<file path="src/rtl/mc_control_fsm.sv">
// Multi-cycle MIPS control unit: sequences fetch/decode/execute/memory/write-back.
// Optional jump support is compiled in when CUNIT_JUMP_EN is defined.
module mc_control_fsm (
    input  logic       clk,
    input  logic       rst_n,
    input  logic [5:0] op,
    input  logic       mem_rdy,
    output logic       PCWrite,
    output logic       PCWriteCond,
    output logic [1:0] PCSrc,
    output logic       IorD,
    output logic       MRead,
    output logic       MWrite,
    output logic       IRWrite,
    output logic       RegDs,
    output logic       MtoR,
    output logic       Urw,
    output logic       ALUSrcA,
    output logic [1:0] ALUSrcB,
    output logic [2:0] AOp,
    output logic       ill_op,
    output logic [3:0] st
);

    localparam logic [5:0] OP_RTYPE = 6'b000000;
    localparam logic [5:0] OP_LW    = 6'b100011;
    localparam logic [5:0] OP_SW    = 6'b101011;
    localparam logic [5:0] OP_BEQ   = 6'b000100;
    localparam logic [5:0] OP_ADDI  = 6'b001000;
    localparam logic [5:0] OP_ANDI  = 6'b001100;
    localparam logic [5:0] OP_ORI   = 6'b001101;
    localparam logic [5:0] OP_SLTI  = 6'b001010;
`ifdef CUNIT_JUMP_EN
    localparam logic [5:0] OP_J     = 6'b000010;
`endif

    typedef enum logic [3:0] {
        IDLE   = 4'd0,
        FETCH  = 4'd1,
        DECODE = 4'd2,
        MEMADR = 4'd3,
        MEMRD  = 4'd4,
        MEMWB  = 4'd5,
        MEMWR  = 4'd6,
        EXEC   = 4'd7,
        RWB    = 4'd8,
        BRANCH = 4'd9,
        IEXEC  = 4'd10,
`ifdef CUNIT_JUMP_EN
        IWB    = 4'd11,
        JUMP   = 4'd12
`else
        IWB    = 4'd11
`endif
    } state_t;

    state_t     state;
    state_t     next;
    logic [5:0] op_q;
    logic       ill_q;
    logic       ill_d;

    always_ff @(posedge clk or negedge rst_n) begin
        if (!rst_n) begin
            state <= IDLE;
            op_q  <= 6'd0;
            ill_q <= 1'b0;
        end else begin
            state <= next;
            ill_q <= ill_d;
            if (state == DECODE)
                op_q <= op;
        end
    end

    assign ill_op = ill_q;
    assign st     = state;

    always_comb begin
        next        = IDLE;
        ill_d       = 1'b0;
        PCWrite     = 1'b0;
        PCWriteCond = 1'b0;
        PCSrc       = 2'b00;
        IorD        = 1'b0;
        MRead       = 1'b0;
        MWrite      = 1'b0;
        IRWrite     = 1'b0;
        RegDs       = 1'b0;
        MtoR        = 1'b0;
        Urw         = 1'b0;
        ALUSrcA     = 1'b0;
        ALUSrcB     = 2'b00;
        AOp         = 3'b000;
        case (state)
            IDLE: next = FETCH;
            FETCH: begin
                MRead   = 1'b1;
                ALUSrcB = 2'b01;
                AOp     = 3'b011;
                // IR and PC advance only when the memory word actually arrives
                if (mem_rdy) begin
                    IRWrite = 1'b1;
                    PCWrite = 1'b1;
                    next    = DECODE;
                end else begin
                    next    = FETCH;
                end
            end
            DECODE: begin
                ALUSrcB = 2'b11;
                AOp     = 3'b011;
                case (op)
                    OP_RTYPE:        next = EXEC;
                    OP_LW, OP_SW:    next = MEMADR;
                    OP_BEQ:          next = BRANCH;
                    OP_ADDI, OP_ANDI,
                    OP_ORI, OP_SLTI: next = IEXEC;
`ifdef CUNIT_JUMP_EN
                    OP_J:            next = JUMP;
`endif
                    default: begin
                        next  = FETCH;
                        ill_d = 1'b1;
                    end
                endcase
            end
            MEMADR: begin
                ALUSrcA = 1'b1;
                ALUSrcB = 2'b10;
                AOp     = 3'b011;
                next    = (op_q == OP_LW) ? MEMRD : MEMWR;
            end
            MEMRD: begin
                MRead = 1'b1;
                IorD  = 1'b1;
                next  = mem_rdy ? MEMWB : MEMRD;
            end
            MEMWB: begin
                MtoR = 1'b1;
                Urw  = 1'b1;
                next = FETCH;
            end
            MEMWR: begin
                MWrite = 1'b1;
                IorD   = 1'b1;
                next   = mem_rdy ? FETCH : MEMWR;
            end
            EXEC: begin
                ALUSrcA = 1'b1;
                AOp     = 3'b010;
                next    = RWB;
            end
            RWB: begin
                RegDs = 1'b1;
                Urw   = 1'b1;
                next  = FETCH;
            end
            BRANCH: begin
                ALUSrcA     = 1'b1;
                AOp         = 3'b001;
                PCWriteCond = 1'b1;
                PCSrc       = 2'b01;
                next        = FETCH;
            end
            IEXEC: begin
                ALUSrcA = 1'b1;
                ALUSrcB = 2'b10;
                case (op_q)
                    OP_ADDI: AOp = 3'b011;
                    OP_ANDI: AOp = 3'b101;
                    OP_ORI:  AOp = 3'b110;
                    OP_SLTI: AOp = 3'b100;
                    default: AOp = 3'b000;
                endcase
                next = IWB;
            end
            IWB: begin
                Urw  = 1'b1;
                next = FETCH;
            end
`ifdef CUNIT_JUMP_EN
            JUMP: begin
                PCWrite = 1'b1;
                PCSrc   = 2'b10;
                next    = FETCH;
            end
`endif
            default: next = IDLE;
        endcase
    end

endmodule

</file>
<file path="config.mk">
export PLATFORM = sky130hd
export DESIGN_NAME = mc_control_fsm
export DESIGN_NICKNAME = d
export VERILOG_FILES = /design/src/rtl/mc_control_fsm.sv
export SDC_FILE = /design/constraint.sdc
export NUM_CORES = 1
export LEC_CHECK = 0
export CAP_MARGIN = 20
export CORE_MARGIN = 4
export CORE_UTILIZATION = 45
export DETAILED_ROUTE_END_ITERATION = 10
export DONT_BUFFER_PORTS = 1
export SLEW_MARGIN = 20
export SYNTH_ARGS = -nofsm -noshare
export SYNTH_HDL_FRONTEND = slang
export SYNTH_SLANG_ARGS = --single-unit
export TNS_END_PERCENT = 5
</file>
<file path="constraint.sdc">
create_clock -name clk -period 4.2 [get_ports clk]
set_input_delay 0.84 -clock clk [delete_from_list [all_inputs] [get_ports clk]]
set_output_delay 0.84 -clock clk [all_outputs]
set_load 0.02 [all_outputs]
</file>
After elaboration in Yosys (flattened, before gate mapping). Index checks and enable logic that the tools add are counted.

Input bits: 9. Output and inout port bits: 22. Logic and storage cells: 60. Register bits: 11.

Mux-type cells: 22. Reduce and logical (&&, ||, !) cells: 12. Equal/unequal tests: 23.

Operator list (count): 6-bit by 4-bit == test with 1-bit output, second input constant (8); 4-bit one-hot mux with 8 select lines (1); 3-bit one-hot mux with 4 select lines (2); 6-bit == test, second input constant (3); 4-bit by 3-bit == test with 1-bit output, second input constant (4); 4-bit == test, second input constant (4); 4-bit one-hot mux with 4 select lines (1); 1-bit two-way mux (14); 4-bit by 2-bit == test with 1-bit output, second input constant (2); 2-bit OR reduction (4); 4-bit OR reduction (2); 8-bit OR reduction (1); 6-bit by 3-bit == test with 1-bit output, second input constant (1); 6-bit logical NOT (1); 2-bit one-hot mux with 3 select lines (1); 3-bit OR reduction (2); 5-bit OR reduction (1); 4-bit by 1-bit == test with 1-bit output, second input constant (1); 4-bit logical NOT (1); 2-bit two-way mux (2); 3-bit two-way mux (1).

Logic depth before layout (Yosys ltp).
Depth after elaboration: 4. Mapped depth: 5. Mapped depth without buffers: 4.

Least setup slack after synthesis. OpenSTA, ideal clock, no wires.

Path type: input -> output. From: in mem_rdy. To: out PCWrite. Arrival: 1.989 ns. Data required time: 3.360 ns. Buffers on the path: 1. Stages on the path: 2. Path slack: 1.371 ns. Cells stage by stage: nor4b_1 > buf_4.

Longest elaborated chain between the ends: 2.

RTL lines: from (decl) (RTL line 7) `input logic mem_rdy,`; 1-bit two-way mux (RTL line 102) `if (mem_rdy) begin`; 1-bit two-way mux (RTL line 95) `case (state)`; to (decl) (RTL line 8) `output logic PCWrite,`.

Every way passes these cells.

Worst setup path after layout.
From: reg state[0] (netlist: st[0]). To: out IRWrite.

Longest elaborated chain between the ends: 2.

RTL lines: from (decl) (RTL line 57) `state_t state;`; from (signal assigned) (RTL line 69) `state <= next;`; 4-bit by 1-bit == test with 1-bit output (RTL line 95); 1-bit two-way mux (RTL line 95); to (decl) (RTL line 14) `output logic IRWrite,`.

Every way passes these cells.

==> results.md <==
* Clock Latency Late Sink at 0.27 ns
* I/O pins at 31
* Switch share at 51.03%
* Most frequent cells in the layout: nor2_1, dfrtp_1, a21oi_1
* Net Sw Power at 332.4 uW
* Pins Over Slew Limit at 0
* Clk root buf: clkbuf_4
* Gr usage total at 16.61%
* Syn Area/Cell at 8.862 um^2
* Worst-path maximum fanout at 19
* Die Height at 51.71 um
* Ant diodes at 0
* CTS tree: yes
* Routability cong. at 0.7951
* Synthesized flop and latch total at 11
* Congestion Overflow GR at 0
* Core box area at 1764 um^2
* Fmax at 319.8 MHz
* Die Wd at 51.71 um
* Initial antenna violation count at 0
* Critical path arrival at between 2 and 2.5 ns
* Area grow syn2layout at 1.601%
* Min Hold Slack at ~0.25 ns
* Crit path launch type: flop
* Buf/Inv on CP at 0
* DRC at 0
* Nets at 103
* Clock Tree Buf Depth at 2
* Synth Net Count at 106
* Hold Path Class: in2async
* Comb pwr share at roughly 47%
* Total wire length at 1.988 mm
* Worst rel slew slack at 27.94%
* Num rows at 15
* Layout cells sized above 1 at 13.98%
* Mapped Area at 859.6 um^2
* Pint at 319.0 uW
* Critical path class: reg2out
* Max VDD drop at a little under 400 uV
* Starting Density at roughly half
* Ys Warns at 0
* Post-DRT Antenna Nets at 0
* Power per cell area at 745.8 nW/um^2
* Vias at 733
* Cells after Synth at 97
* TritonCTS buffer count at 3
* Clk_skew at 0.005616 ns
* CP delay by family, top: simple AND/OR/NAND/NOR gates
* # hold bufs at CTS at 0
* Tmin final at 3.127 ns
* Outcome: completed
* Max stage delay on crit path at 0.96 ns
* Setup_tns at 0 ns
* # port buffers at 0
* Reg power frac at 41.7%
* First-pass GRT wire length at 3.270 mm
* CP cell instances: nand2b_1 > nor4b_2
* Post-synthesis sequential area ratio at about 32%
* Largest net degree at the start of global routing at 20
* Max_cap viols at 0
* CTS H-tree depth at 1
* Vias in the first global route at ~670
* Vias per inst at 6.212
* Finish-stage setup viols at 0
* Async S/R FF share, synth at 100.0%
* Worst path required time at roughly 3.4 ns
* Clock Power Share at 11.3%
* Post_cts resized at 0
* Post-CTS Setup Bufs at 0
* Initial drt markers at 16
* Final period util at 74.44%
* CTS Sinks at 11
* Distinct cell type count after synthesis at 38
* 1st-pass router iterations at 4
* Least-Margin Pin Slew at around 1.1 ns
* Post-DP HPWL at 1.446 mm
* Leakage power at roughly 0.00033 uW
* Avg WL per Cell at roughly 17 um
* Number of flops mapped to enable cells by yosys at 0
* Synth Flop Type: dfrtp_1
* Slowest CP cell: nor4b_2
* RSZ-0062 raised after global routing: no
* CP Capture Type: output pin
* Clock Pin Slew Worst Setup and Hold Paths at 0.07 ns
* Final Hold Fails at 0
* Die area at 2673 um^2
==> registers in the layout, summed over array words and instances, names as in the netlist <==
signal  count
st          4
ill_op      1
op_q        6
==> final timing paths <==
check / cells past startpoint / endpoint / slack (ns) / start
setup / recovery: 2 / IRWrite / 1.07 / st[0]
hold / removal: 0 / st[0] / 0.25 / rst_n
setup reg to reg: 4 / st[1] / 1.84 / st[0]
hold reg to reg: 1 / op_q[3] / 0.55 / op_q[3]
max in group asynchronous: 0 / st[2] / 3.87 / rst_n
min in group clk: 1 / op_q[3] / 0.55 / op_q[3]
==> through the flow <==
stage	instances	utilization [%]	total power (uW)	cell area (um^2)	setup slack, ns
after CTS	118	49.50	657.9	873.3	1.059
after global placement	114	48.01	575.7	847.1	1.448
after global routing	118	49.50	702.1	873.3	0.8952
after detailed placement	114	48.01	583.7	847.1	1.370
after floorplan	97	-	548.5	859.6	1.371
final	118	49.50	651.3	873.3	1.073
==> metal layers <==
layer  vias to the layer above  GRT usage (%)  part of all wire, %
met1                       345          21.63                   44
met2                        36          24.58                   45
met4                         0          7.860                  1.1
met5                         -              0                    0
met3                         6          5.444                   10
li1                        346              -                    -
==> layout make-up <==
class                      count  area (um^2)
fill                         186        890.9
sequential                    11        275.3
multi-input combinational     78        540.5
tap                           25        31.28
clock buffer                   4        26.28
==> synth_stat cells (2+ instances only) <==
cell      count  share of area [%]
a21boi_0      2                1.7
clkbuf_1      3                1.3
o21ai_1       2                1.2
a21oi_1       7                4.1
nor2_1       11                4.8
dfrtp_1      11                 32
o21a_1        2                1.7
nor2b_1       6                4.4
a21o_1        2                1.7
nor4b_1       2                2.0
nand2_1       3                1.3
mux2i_1       3                3.5
nand3_1       3                1.7
o21ai_0       3                1.7
nand2b_1      6                4.4
nor3_1        2                1.2
mux2_2        6                7.9
buf_4         3                2.6
==> power groups by stage <==
stage	sequential [uW]	combinational (uW)	clock, uW
after floorplan	216	333	0
after global placement	272	304	0
after detailed placement	274	309	0
after CTS	271	310	76.1
after global routing	286	335	80.7
final	272	306	73.8
==> cell families after synthesis <==
group                     after synthesis  share of synthesized area (%)
muxes                                   9                          11.35
buffers and inverters                   8                          5.821
and+or+nand+nor                        39                          27.37
other                                   1                         0.4363
xor gates and xnor gates                2                          2.038
DFF                                    11                          32.02
AOI/OAI and AO/OA                      27                          20.96
(Power assumes the default switching activity.)
==> variant 1 (same flow settings) <==
Build with the macro `CUNIT_JUMP_EN` defined.
--- a/src/rtl/mc_control_fsm.sv
+++ b/src/rtl/mc_control_fsm.sv
@@ -2,2 +2,4 @@
 // Optional jump support is compiled in when CUNIT_JUMP_EN is defined.
+`define CUNIT_JUMP_EN
+
 module mc_control_fsm (
Function: changed (Yosys sat finds a counterexample within 4 cycles, from zero or initial values and one cycle with rst_n low).
==> variant 1 against the unedited design <==
  * Clock power shrank 6.0%
  * Area after synthesis increased by 0.73%
  * Final area up 2.9%
  * Synthesized cell count is 3.1% higher
  * Wire length is 0.65% lower
  * Total power is 2.8% higher
  * Worst setup slack better by 0.11 ns
  * Sequential power increased by 2%
  * Sequential cell count unchanged
==> variant 1: results (changes against the unedited design) <==
Place
  • Global placement routability congestion: 0.766 (-3.7%)
  • DP HPWL: 1470 µm (+1.5%)
  • Placed instance area: 872 µm² (+3.0%)
  • Pre-CTS setup slack: 1.42 ns (+0.0491 ns)
  • Placed cell count: 119 (+4.4%)

Worst setup path
  • CP max-delay cell: dfrtp_1
  • Maximum fanout along the worst path: 14 (-5)
  • Crit path DAT: 2.18 ns (-0.11 ns)
  • Crit path largest cell delay: 0.74 ns (-0.22 ns)

Routing
  • Metal2 WL: 906 µm (+1.8%)
  • WL met1: 902 µm (+3.1%)
  • DRT iter0 DRCs: 22 (+6)
  • Vias: 754 (+2.9%)
  • Met3 WL post-DR: 143 µm (-29%)
  • DR WL/cell: 16.1 µm (-4.7%)
  • DR vias/cell: 6.13 (-1.3%)
  • Initial DRT Pass Iterations: 5 (+1)

Clock tree
  • Clk root buf: clkbuf_4
  • CTS max path bufs: 2 (unchanged)

Pwr
  • VDD IR max: 0.000388 V (+0.69%)
  • Leak: 0.349 nW (+6.7%)

STA
  • Max_slew headroom: 39.3% (+11 points)

Global routing
  • Largest net degree at the start of global routing: 22 (+10%)
  • First-pass GRT wire length: 3180 µm (-2.8%)
  • Via count of the first global-routing pass: 691 (+3.9%)
  • All-Layer GR Usage: 16.0% (-0.64 points)

Layout
  • Share of layout cells above drive strength 1: 7.14% (-6.8 points)
  • Final-stage net count: 108 (+4.9%)
  • Largest register FFs: 6 (unchanged)

Synthesis
  • Top post-synthesis cells by area: dfrtp_1 32%, mux2_1 7.8%, nor2_1 5.6%
  • Netlist cell types: 41 (+7.9%)
  • Register area share after synthesis: 31.8% (-0.23 points)
  • Cells after synthesis: 100 (+3.1%)
  • Commonest cells in the synthesized netlist: 13 x nor2_1, 11 x dfrtp_1, 7 x nor3_1
  • Top FF cell, synth: dfrtp_1
  • Yosys warnings: 0 (unchanged)

Outcome
  • Outcome: finished clean
## variant 1: critical path: cells and delay by family, from the launching register on
family,cells,cell delay (ns)
and+or+nand+nor,2,0.93
DFF,1,0.74
AOI/OAI and AO/OA,1,0.25
## variant 1: logic make-up (layout without fill, tap and decap cells)
| kind of cell | Yosys count | in the layout | synth area share (%) |
|---|---|---|---|
| flops | 11 | 11 | 31.8 |
| compound gates | 24 | 24 | 20.5 |
| buf+inv | 10 | 8 | 5.06 |
| mux | 10 | 10 | 12.4 |
| simple gates | 43 | 43 | 28.2 |
| xor+xnor | 2 | 2 | 2.02 |
## variant 1: layout make-up
cell class	count	area (µm²)
fill	176	885
clock buffer	4	26.3
inverter	3	11.3
tap	25	31.3
sequential	11	275
multi-input combinational	79	547
timing repair buffer	1	7.51
## variant 1: routing by layer
metal	vias up	GRT usage, %
met5	-	0
met4	0	5.24
met3	4	6.59
met2	24	25.1
met1	361	19.6
li1	365	-
## variant 1: power by group
group          switching, mW  internal [mW]
logic                  0.188          0.136
clock network         0.0327         0.0367
registers              0.125          0.152
total                  0.346          0.324
## variant 1: path summary, 6_finish.rpt
| check | slack, ns | to | cells after the start | startpoint |
|---|---|---|---|---|
| min in group clk | 0.52 | op_q[5] | 1 | op_q[5] |
| max in group asynchronous | 3.86 | st[2] | 0 | rst_n |
| min reg2reg | 0.52 | op_q[5] | 1 | op_q[5] |
| min | 0.26 | op_q[4] | 0 | rst_n |
| max reg2reg | 2.37 | st[1] | 4 | st[0] |
| max | 1.18 | Urw | 3 | st[3] |
==> variant 2 (config.mk and constraints unchanged) <==
Without the edit above. Make the reset (`rst_n`) synchronous in one clocked block.
--- a/src/rtl/mc_control_fsm.sv
+++ b/src/rtl/mc_control_fsm.sv
@@ -62,3 +62,3 @@
 
-    always_ff @(posedge clk or negedge rst_n) begin
+    always_ff @(posedge clk) begin
         if (!rst_n) begin
Function: differs if rst_n is asserted again (counterexample within 4 cycles, from zero or initial values and one cycle with rst_n low); with rst_n held inactive, the same outputs for 10 cycles.
==> variant 2 against the unedited design <==
  * Area after synthesis grew 1.2%
  * Wire length down 0.40%
  * Hold slack gained 0.23 ns
  * Final area fell by 0.86%
  * Worst setup slack worse by 0.0076 ns
  * Sequential cell count unchanged
  * Register-to-register slack gained 0.49 ns
  * Largest cell class unchanged
Power is not compared: it rests on default switching activity, and its combinational part moved more than twofold at a synthesized area within 25%.
==> variant 2: results (changes against the unedited design) <==
Synthesis
  • Yosys top cell by area: dfxtp_1
  • Netlist cell types: 42 (+11%)
  • Commonest cells in the synthesized netlist: 17 x nand2_1, 12 x nor2_1, 11 x dfxtp_1
  • Syn nets: 126 (+19%)
  • Register area share after synthesis: 25.3% (-6.7 points)
  • Top post-synthesis cells by area: dfxtp_1 25%, nand2_1 7.3%, a21boi_0 6.9%
  • Async SR Flop Fraction: 0% (-100 points)

Clock tree
  • Worst-path clk slew: 0.07 ns (about the same)
  • Setup bufs post-CTS: 0 (unchanged)

Routing
  • DRT iter0 DRCs: 15 (-1)
  • DR vias/cell: 5.72 (-7.9%)
  • WL final: 1980 µm (-0.40%)

Global routing
  • Largest net degree at the start of global routing: 18 (-10%)
  • Initial antenna violation count: 0 (unchanged)
  • First-pass GRT wire length: 3300 µm (+0.86%)
  • Via count of the first global-routing pass: 768 (+15%)
  • All-Layer GR Usage: 15.6% (-1.0 points)

Layout
  • Largest Register: op_q
  • N_diodes: 0 (unchanged)
  • Share of layout cells above drive strength 1: 10.0% (-4.0 points)
  • Final-stage net count: 120 (+17%)
  • Fill count: 174 (-6.5%)

STA
  • Setup Skew: 0.00218 ns (-0.00343 ns)
  • Max_slew headroom: 50.7% (+23 points)

Outcome
  • Outcome: finished clean

Place
  • Global placement routability congestion: 0.747 (-6.1%)
  • PortBufs: 0 (unchanged)
  • DP HPWL: 1430 µm (-1.1%)

Hold path
  • Hold Path Class: reg -> reg

Worst setup path
  • Maximum fanout along the worst path: 15 (-4)
  • Crit path largest cell delay: 0.76 ns (-0.20 ns)
  • CP top delay family: simple AND/OR/NAND/NOR gates
  • CP max-delay cell: dfxtp_1

Pwr
  • VDD IR max: about 0.00018 V
  • Leak: 0.325 nW
[variant 2: per-stage QoR]
step           power [mW]  instances  setup WS, ns  cell area (µm²)  util, %
2_1_floorplan       0.162        117          1.78              870        -
3_3_place_gp        0.163        131          1.41              840     47.1
3_5_place_dp        0.164        131          1.34              840     47.1
4_1_cts             0.236        135          1.05              866     48.6
5_1_grt             0.247        135         0.938              866     48.6
6_report            0.234        135          1.07              866     48.6
[variant 2: area by class of cell]
cell class              count  share of cell area, %
multi-input cells          92                   66.6
flip-flops and latches     11                   25.4
well taps                  25                   3.61
clock buffers               4                   3.03
inverters                   3                   1.30
[variant 2: metal layers]
metal  global-route usage [%]  up-vias  wire [µm]
met4                     4.80        0         21
met2                     24.7       30        869
met5                        0        -          0
met3                     5.44        5        176
met1                     19.6      341        912
li1                         -      396          -
[variant 2: report_power, final]
part	internal (mW)	total [mW]	switching, mW
Combinational	0.0164	0.0417	0.0253
Clock	0.0367	0.0725	0.0357
Sequential	0.108	0.120	0.0117
[variant 2: logic make-up (layout without fill, tap and decap cells)]
family | count (synthesis) | after routing | share of synthesized area [%]
AO/OA/AOI/OAI | 30 | 30 | 24.3
AND/OR/NAND/NOR | 55 | 55 | 35.0
other | 1 | 1 | 0.431
flip-flops | 11 | 11 | 25.3
buffers and inverters | 14 | 7 | 8.34
XOR/XNOR | 2 | 2 | 2.01
multiplexers | 4 | 4 | 4.60
[variant 2: worst paths after layout]
kind | startpoint | depth (start not counted) | slack [ns] | endpoint
hold / removal | op_q[3] | 2 | 0.49 | op_q[3]
setup reg to reg | st[1] | 4 | 2.33 | st[1]
hold reg to reg | op_q[3] | 2 | 0.49 | op_q[3]
setup / recovery | st[3] | 4 | 1.07 | AOp[0]
[variant 2: worst reg2reg max path, cell delays in order, from the launching register on]
cell      delay, ns
dfxtp_1        0.80
nand2b_4       0.16
or3_1          0.46
nor3_1         0.25
o211a_1        0.15
